--- src/rtl/enemy_ctrl.sv ---
// Single-enemy game logic: bounces the sprite, hit-tests mouse clicks, runs the
// DYING/DEAD/respawn lifecycle and keeps a saturating score for the HEX display.
module enemy_ctrl #(
    parameter int unsigned STEP_DIV      = 833333,
    parameter int unsigned SPRITE_W      = 32,
    parameter int unsigned SPRITE_H      = 32,
    parameter int unsigned X_MIN         = 16,
    parameter int unsigned X_MAX         = 592,
    parameter int unsigned Y_MIN         = 16,
    parameter int unsigned Y_MAX         = 432,
    parameter int unsigned SPEED         = 2,
    parameter int unsigned DYING_TICKS   = 30,
    parameter int unsigned RESPAWN_TICKS = 60
) (
    input  logic       clk,
    input  logic       reset,
    input  logic       shot,
    input  logic [9:0] mouse_x,
    input  logic [8:0] mouse_y,
    output logic [1:0] state,
    output logic [9:0] x_me,
    output logic [8:0] y_me,
    output logic       hit,
    output logic [13:0] score
);

    localparam int unsigned CNT_W   = (STEP_DIV > 1) ? $clog2(STEP_DIV) : 1;
    localparam int unsigned TMR_MAX = (DYING_TICKS > RESPAWN_TICKS) ? DYING_TICKS : RESPAWN_TICKS;
    localparam int unsigned TMR_W   = $clog2(TMR_MAX + 1);

    localparam logic [CNT_W-1:0] CNT_LAST    = CNT_W'(STEP_DIV - 1);
    localparam logic [TMR_W-1:0] TMR_DYING   = TMR_W'(DYING_TICKS);
    localparam logic [TMR_W-1:0] TMR_RESPAWN = TMR_W'(RESPAWN_TICKS);
    localparam logic [TMR_W-1:0] TMR_ONE     = TMR_W'(1);
    localparam logic [13:0]      SCORE_MAX   = 14'd9999;
    localparam logic [15:0]      LFSR_SEED   = 16'hACE1;
    localparam logic [15:0]      LFSR_TAPS   = 16'hB400;

    localparam logic [9:0] X_MIN_V = 10'(X_MIN);
    localparam logic [9:0] X_MAX_V = 10'(X_MAX);
    localparam logic [8:0] Y_MIN_V = 9'(Y_MIN);
    localparam logic [8:0] Y_MAX_V = 9'(Y_MAX);

    localparam logic signed [11:0] SPEED_S = 12'(SPEED);
    localparam logic signed [11:0] X_MIN_S = 12'(X_MIN);
    localparam logic signed [11:0] X_MAX_S = 12'(X_MAX);
    localparam logic signed [11:0] Y_MIN_S = 12'(Y_MIN);
    localparam logic signed [11:0] Y_MAX_S = 12'(Y_MAX);

    typedef enum logic [1:0] {
        ST_DEAD  = 2'd0,
        ST_ALIVE = 2'd1,
        ST_DYING = 2'd2
    } state_t;

    // Right-shifting Galois form of x^16+x^14+x^13+x^11+1.
    function automatic logic [15:0] lfsr_next(input logic [15:0] cur);
        logic [15:0] shifted;
        shifted = {1'b0, cur[15:1]};
        return cur[0] ? (shifted ^ LFSR_TAPS) : shifted;
    endfunction

    function automatic logic [13:0] score_inc(input logic [13:0] cur);
        return (cur >= SCORE_MAX) ? SCORE_MAX : (cur + 14'd1);
    endfunction

    state_t           state_q, state_d;
    logic [CNT_W-1:0] cnt_q, cnt_d;
    logic [TMR_W-1:0] timer_q, timer_d;
    logic [9:0]       x_q, x_d;
    logic [8:0]       y_q, y_d;
    logic             dx_neg_q, dx_neg_d;
    logic             dy_neg_q, dy_neg_d;
    logic [15:0]      lfsr_q;
    logic             shot_q;
    logic             hit_q, hit_d;
    logic [13:0]      score_q, score_d;

    logic             tick_s;
    logic             fire_s;
    logic             inside_s;
    logic             timer_last_s;
    logic [10:0]      x_hi_s;
    logic [9:0]       y_hi_s;
    logic signed [11:0] x_ext_s, y_ext_s;
    logic signed [11:0] nx_s, ny_s;
    logic [9:0]       x_step_s;
    logic [8:0]       y_step_s;
    logic             dx_step_s, dy_step_s;

    // Free-running game-tick divider.
    always_comb begin
        if (cnt_q == CNT_LAST) begin
            tick_s = 1'b1;
            cnt_d  = '0;
        end else begin
            tick_s = 1'b0;
            cnt_d  = cnt_q + 1'b1;
        end
    end

    // Click edge detect and hitbox test; upper bounds carry an extra bit so they never wrap.
    always_comb begin
        fire_s       = shot & ~shot_q;
        x_hi_s       = {1'b0, x_q} + 11'(SPRITE_W - 1);
        y_hi_s       = {1'b0, y_q} + 10'(SPRITE_H - 1);
        inside_s     = (mouse_x >= x_q) && ({1'b0, mouse_x} <= x_hi_s) &&
                       (mouse_y >= y_q) && ({1'b0, mouse_y} <= y_hi_s);
        timer_last_s = (timer_q == TMR_ONE);
    end

    // Candidate bounce step; clamping onto a wall is what reverses direction.
    always_comb begin
        x_ext_s = $signed({2'b00, x_q});
        y_ext_s = $signed({3'b000, y_q});
        nx_s    = dx_neg_q ? (x_ext_s - SPEED_S) : (x_ext_s + SPEED_S);
        ny_s    = dy_neg_q ? (y_ext_s - SPEED_S) : (y_ext_s + SPEED_S);

        if (nx_s > X_MAX_S) begin
            x_step_s  = X_MAX_V;
            dx_step_s = 1'b1;
        end else if (nx_s < X_MIN_S) begin
            x_step_s  = X_MIN_V;
            dx_step_s = 1'b0;
        end else begin
            x_step_s  = nx_s[9:0];
            dx_step_s = dx_neg_q;
        end

        if (ny_s > Y_MAX_S) begin
            y_step_s  = Y_MAX_V;
            dy_step_s = 1'b1;
        end else if (ny_s < Y_MIN_S) begin
            y_step_s  = Y_MIN_V;
            dy_step_s = 1'b0;
        end else begin
            y_step_s  = ny_s[8:0];
            dy_step_s = dy_neg_q;
        end
    end

    // Lifecycle FSM next-state logic.
    always_comb begin
        state_d  = state_q;
        timer_d  = timer_q;
        x_d      = x_q;
        y_d      = y_q;
        dx_neg_d = dx_neg_q;
        dy_neg_d = dy_neg_q;
        hit_d    = 1'b0;
        score_d  = score_q;

        case (state_q)
            ST_DEAD: begin
                if (tick_s && timer_last_s) begin
                    state_d  = ST_ALIVE;
                    x_d      = X_MIN_V + {1'b0, lfsr_q[8:0]};
                    y_d      = Y_MIN_V + {1'b0, lfsr_q[15:8]};
                    dx_neg_d = lfsr_q[15];
                    dy_neg_d = lfsr_q[0];
                end else if (tick_s) begin
                    timer_d = timer_q - 1'b1;
                end else begin
                    timer_d = timer_q;
                end
            end
            ST_ALIVE: begin
                if (fire_s && inside_s) begin
                    state_d = ST_DYING;
                    timer_d = TMR_DYING;
                    hit_d   = 1'b1;
                    score_d = score_inc(score_q);
                end else if (tick_s) begin
                    x_d      = x_step_s;
                    y_d      = y_step_s;
                    dx_neg_d = dx_step_s;
                    dy_neg_d = dy_step_s;
                end else begin
                    x_d = x_q;
                end
            end
            ST_DYING: begin
                if (tick_s && timer_last_s) begin
                    state_d = ST_DEAD;
                    timer_d = TMR_RESPAWN;
                end else if (tick_s) begin
                    timer_d = timer_q - 1'b1;
                end else begin
                    timer_d = timer_q;
                end
            end
            default: begin
                state_d = ST_DEAD;
                timer_d = TMR_RESPAWN;
            end
        endcase
    end

    // State and output registers; the LFSR advances every cycle in every state.
    always_ff @(posedge clk or negedge reset) begin
        if (!reset) begin
            state_q  <= ST_DEAD;
            cnt_q    <= '0;
            timer_q  <= TMR_RESPAWN;
            x_q      <= X_MIN_V;
            y_q      <= Y_MIN_V;
            dx_neg_q <= 1'b0;
            dy_neg_q <= 1'b0;
            lfsr_q   <= LFSR_SEED;
            shot_q   <= 1'b0;
            hit_q    <= 1'b0;
            score_q  <= 14'd0;
        end else begin
            state_q  <= state_d;
            cnt_q    <= cnt_d;
            timer_q  <= timer_d;
            x_q      <= x_d;
            y_q      <= y_d;
            dx_neg_q <= dx_neg_d;
            dy_neg_q <= dy_neg_d;
            lfsr_q   <= lfsr_next(lfsr_q);
            shot_q   <= shot;
            hit_q    <= hit_d;
            score_q  <= score_d;
        end
    end

    assign state = state_q;
    assign x_me  = x_q;
    assign y_me  = y_q;
    assign hit   = hit_q;
    assign score = score_q;

endmodule

--- config.mk ---
export PLATFORM = sky130hd
export DESIGN_NAME = enemy_ctrl
export DESIGN_NICKNAME = d
export VERILOG_FILES = /design/src/rtl/enemy_ctrl.sv
export SDC_FILE = /design/constraint.sdc
export NUM_CORES = 1
export LEC_CHECK = 0
export ABC_AREA = 0
export CAP_MARGIN = 25
export CORE_MARGIN = 3
export CORE_UTILIZATION = 40
export DETAILED_ROUTE_END_ITERATION = 7
export GPL_TIMING_DRIVEN = 0
export SYNTH_ARGS = -nofsm -noshare
export SYNTH_HDL_FRONTEND = slang
export SYNTH_SLANG_ARGS = --single-unit
--- constraint.sdc ---
create_clock -name clk -period 4.7 [get_ports clk]
set_input_delay 1.41 -clock clk [delete_from_list [all_inputs] [get_ports clk]]
set_output_delay 1.41 -clock clk [all_outputs]
set_load 0.01 [all_outputs]
-- After elaboration in Yosys (flattened, before gate mapping)
Index checks and enable logic that the tools add are counted.
- register bits after elaboration: 81
- bits of input ports: 22
- output and inout port bits: 36
- logic and storage cells: 100
- add/sub/neg operators: 11
- magnitude comparators: 9
- equality and inequality tests: 12
- mux-type cells: 41
- bitwise gates (word level): 3
- reduce and logical (&&, ||, !) cells: 13
- operators by type and width (cell ; number):
    10-bit two-way mux ; 5
    9-bit two-way mux ; 5
    12-bit by 6-bit < comparator with 1-bit output, second input constant ; 2
    12-bit two-way mux ; 2
    6-bit two-way mux ; 4
    20-bit by 1-bit adder with 20-bit output, second input constant ; 1
    20-bit equality test, second input constant ; 1
    20-bit two-way mux ; 1
    10-bit case mux with 2 select lines ; 1
    6-bit case mux with 3 select lines ; 1
    9-bit case mux with 2 select lines ; 1
    16-bit two-way mux ; 1
    14-bit by 1-bit adder with 14-bit output, second input constant ; 1
    14-bit greater-or-equal comparator, second input constant ; 1
    14-bit two-way mux ; 1
    1-bit two-way mux ; 13
    12-bit by 10-bit greater-than comparator with 1-bit output, second input constant ; 1
    12-bit by 11-bit greater-than comparator with 1-bit output, second input constant ; 1
    2-bit != test, second input constant ; 6
    10-bit by 2-bit adder with 11-bit output, second input constant ; 1
    10-bit by 5-bit adder with 11-bit output, second input constant ; 1
    10-bit by 11-bit less-or-equal comparator with 1-bit output ; 1
    10-bit by 2-bit subtractor with 11-bit output, second input constant ; 1
    5-bit by 9-bit adder with 10-bit output, first input constant ; 1
    25 further kinds ; 35

-- Depth between registers and ports, before layout
- depth after elaboration: 8
- gate-level depth with buffers: 18
- mapped depth without buffers: 15

-- Worst setup path after synthesis
OpenSTA, ideal clock, no wires.
- path kind: flip-flop to flip-flop
- from: register x_q[2] (netlist: x_me[2])
- to: register score_q[4] (netlist: score[4])
- setup time: 132 ps
- data arrival time: 3420 ps
- required time: 4568 ps
- slack: 1148 ps
- stages on the path, launching flop included: 18
- path buffers: 3
- cells stage by stage: dfrtp_1 buf_2 inv_1 ha_1 a21boi_0 a21oi_1 nand2b_1 ha_1 nand4_1 or3_1 o221ai_1 o21a_1 nand4_1 or2_2 buf_2 clkbuf_1 o21ai_0 o31ai_1
- longest elaborated chain between the ends: 7
- elaborated cells on any way between the ends: 8
- those cells by class: add/sub (1); order compare (2); reduce/logical (5)
- ends and longest elaborated chain (item ; line ; source):
    start: declaration ; 70 ; logic [9:0] x_q, x_d;
    start signal: assignment ; 205 ; x_q <= X_MIN_V;
    start signal: assignment ; 217 ; x_q <= x_d;
    10-bit by 5-bit adder with 11-bit output ; 105 ; x_hi_s = {1'b0, x_q} + 11'(SPRITE_W - 1);
    10-bit by 11-bit less-or-equal comparator with 1-bit output ; 107 ; inside_s = (mouse_x >= x_q) && ({1'b0, mouse_x} <= x_hi_s) &&
    1-bit logical AND (*) (2 in series) ; 107 ;
    1-bit logical AND (*) ; 108 ; (mouse_y >= y_q) && ({1'b0, mouse_y} <= y_hi_s);
    1-bit logical AND (*) ; 168 ; if (fire_s && inside_s) begin
    2-bit AND reduction (no source line) (*) ; n/a ;
    end signal: assignment ; 224 ; score_q <= score_d;
    end: declaration ; 77 ; logic [13:0] score_q, score_d;
Every way passes the cells marked *; elsewhere a longest branch is shown, timed or not.
A chain may end at the register's enable or synchronous reset.

-- Worst setup path in the final report
- from: register x_q[1] (netlist: x_me[1])
- to: register score_q[5] (netlist: score[5])
Same word-level chain as after synthesis.

==> summary.txt <==
Timing
  • WHS: 0.3807 ns
  • Slew headroom: 42.35%
  • Min Tclk post-route: 4.285 ns
  • Setup violators final: 0
  • Worst-margin pin slew: 0.8607 ns
  • RSZ-0062 raised after global routing: false
  • Fmax: 233.3 MHz
  • Max Clock Skew: 0.008258 ns
  • Fin. max-slew vios: 0
  • Final period util: 91.18%
  • Final Hold Fails: 0

Logic synthesis
  • Yosys top cell by area: dfrtp_1
  • Post-Synthesis Cells: 631
  • Synth Area per Inst: 9.145 um^2
  • #FFs+latches synth: 81
  • Synth Net Count: 708
  • Synth warnings: 0
  • Synth cell count leaders: 67 x dfrtp_1, 58 x nor2_1, 55 x ha_1
  • Synth async-reset ratio: 100.0%
  • Post-synth top area share: 29.05%
  • Post-synthesis cell type count: 83
  • Register area share after synthesis: 35.43%
  • Area contributors post-synth: dfrtp_1 29%, ha_1 12%, dfstp_2 6.4%, xnor2_1 4.9%, nor2_1 3.8%
  • Post-synth EDFFs: 0
  • Mapped Area: 5771 um^2
  • Cell with the most instances after synthesis: dfrtp_1
  • Main synth FF type: dfrtp_1

Place
  • Post-DP HPWL: 10570 um
  • Gpl congestion: 0.8510
  • Port Buf Inserts: 57
  • Post-Place Cells: 869

Cells and area
  • # diodes: 0
  • Layout cells sized above 1: 10.65%
  • FF+latch area: 2044 um^2
  • Core Util, Final: 49.25%
  • Fin cells: 884
  • Multi-input gate area: 3461 um^2
  • Fillers: 1330
  • Fin nets: 777
  • Layout area overhead: 19.38%

Worst setup path
  • Worst R2R Setup Slack: 0.41 ns
  • CP cell instances: inv_1 > ha_1 > a21boi_1 > a21oi_1 > nand4_1 > xnor2_1 > ha_1 > nand2_1 > or3_1 > o221ai_1 > o21a_1 > nand4_1 > or2_2 > buf_2 > clkbuf_1 > o21ai_0 > o31ai_1
  • Worst reg2reg endpoint: score[5]
  • R2R depth: 17
  • Crit start category: register
  • Crit path kind: register to register
  • Critical Path Fanout Max: 10
  • CP max stage delay: 0.53 ns
  • CP max stage cell: dfrtp_1
  • Crit path arrival time: 4.50 ns
  • CP required: 4.91 ns
  • Crit. End Element: register
  • FF-to-FF Start: x_me[1]

Routing
  • Routed WL per cell: 15.76 um
  • Vias per cell: 5.535
  • First-pass iteration count of the detailed router: 4
  • Final wirelength: 13930 um
  • Routed Antenna Nets: 0
  • DR iter-0 viols: 289
  • Via Count: 4893
  • DR DRC count: 0

Power
  • Switching part of the total: 21.35%
  • Flop pwr share: 47.5%
  • Comb pwr share: 5.1%
  • Switching power: 0.3142 mW
  • Leak Pwr: 3.060 nW
  • Pwr dens: 213.6 nW/um^2
  • Clock share of power: 47.5%
  • PnR Total Power: 1.472 mW
  • P_int: 1.157 mW
  • Worst vdd ir: 197.0 uV

Min path
  • Worst hold path startpoint: lfsr_q[3]
  • Hold endpoint: lfsr_q[2]
  • Hold Path Depth: 0
  • Hold WC Path Type: register to register

Global routing
  • Total global routing overflow: 0
  • Gr usage total: 17.92%
  • Vias in the first global route: 5000
  • First-pass GRT wire length: 23960 um
  • Largest net degree at the start of global routing: 46
  • Initial antenna violation count: 0

Clocking
  • CTS Buf Count: 9
  • Clk slew on worst S/H paths: 0.06 ns
  • Hold_buf cts: 0
  • Skew-Pair Late Insertion Delay: 0.33 ns
  • Post CTS Setup Buffer Count: 0
  • Cts repair resizes: 0
  • CTS tree: built
  • Maximum clock insertion buffer count: 2
  • Clock tree sinks: 81
  • Root buffer cell: clkbuf_16
  • H-tree levels: 3

Floorplan
  • Core Box Area: 13990 um^2
  • DIE AREA: 15900 um^2
  • Die Span Y: 126.1 um
  • Starting Density: 41.25%
  • # IOs: 58
  • Row count: 43
  • Die width: 126.1 um

Run status
  • Status: completed

Job
  • # Max-Cap Violations: 0
layout make-up:
| type | instances | share of cell area [%] |
|---|---|---|
| multi-input combinational | 489 | 50.24 |
| sequential | 81 | 29.68 |
| timing repair buffer | 58 | 8.645 |
| clock buffer | 11 | 3.523 |
| tap | 180 | 3.269 |
| inverter | 36 | 1.962 |
| buffer | 25 | 1.907 |
| clock inverter | 4 | 0.7810 |
worst max-delay path, delay by kind of cell (launching register included):
family	cells	cell delay (ns)
AO/OA/AOI/OAI	6	1.18
AND/OR/NAND/NOR	5	1.06
adder cells (fa/ha/maj)	2	0.64
buffers and inverters	3	0.58
flip-flops	1	0.53
XOR/XNOR	1	0.16
flip-flops by register name (all words and copies together) (netlist names):
register and flops:
cnt_q 20, lfsr_q 16, score 14, x_me 10, y_me 9, timer_q 6
state 2, dx_neg_q 1, dy_neg_q 1, hit 1, shot_q 1
how the worst max path moves through the flow:
stage / depth (start not counted) / slack [ns] / end / from
detailed placement: 11 / -0.08 / x_me[8] / mouse_y[0]
floorplan: 17 / 1.15 / score[4] / x_me[2]
finish: 17 / 0.41 / score[5] / x_me[1]
CTS: 15 / 0.09 / x_me[8] / x_me[2]
global placement: 1 / -0.67 / y_me[2] / reset
global route: 17 / 0.01 / score[5] / x_me[1]
cell families after synthesis:
| kind of cell | after synthesis | share of synthesized area, % |
|---|---|---|
| xor gates and xnor gates | 52 | 7.893 |
| DFF | 81 | 35.43 |
| muxes | 7 | 1.323 |
| buffers and inverters | 61 | 4.597 |
| AOI/OAI and AO/OA | 155 | 18.28 |
| and+or+nand+nor | 220 | 20.56 |
| adders and majority gates | 55 | 11.93 |
cells in the final DEF, fill, tap and decap left out, types with 7 or more instances in the layout:
| master | n |
|---|---|
| xor2_1 | 20 |
| clkdlybuf4s50_1 | 56 |
| a21oi_1 | 32 |
| dfstp_2 | 14 |
| nand3_1 | 22 |
| xnor2_1 | 32 |
| buf_2 | 14 |
| ha_1 | 55 |
| a31oi_1 | 9 |
| inv_1 | 36 |
| clkbuf_1 | 8 |
| clkbuf_16 | 9 |
| dfrtp_1 | 67 |
| o31ai_1 | 7 |
| nand2_1 | 51 |
| nor2_1 | 58 |
| o21ai_0 | 31 |
| nand4_1 | 14 |
| nor3_1 | 16 |
| o22ai_1 | 9 |
metal layers:
layer | wire length (um) | GRT usage [%]
met4 | 123 | 3.596
met1 | 6500 | 24.25
met2 | 6822 | 30.23
met3 | 488 | 3.265
met5 | 0 | 0
metrics by stage:
step	worst slack, ns	area, um^2	TNS, ns
2_1_floorplan	1.148	5771	0
3_3_place_gp	-0.6714	6566	-44.51
3_5_place_dp	-0.07589	6591	-0.09694
4_1_cts	0.08999	6888	0
5_1_grt	0.01454	6889	0
6_report	0.4145	6889	0
power by group through the flow:
stage | logic [mW] | registers, mW | clock network [mW]
6_report | 0.0746 | 0.699 | 0.699
5_1_grt | 0.0854 | 0.698 | 0.749
3_5_place_dp | 0.0759 | 0.711 | 0
2_1_floorplan | 0.0287 | 0.711 | 0
3_3_place_gp | 0.0699 | 0.711 | 0
4_1_cts | 0.0763 | 0.698 | 0.718
No activity file was read; power rests on OpenSTA's default activity.
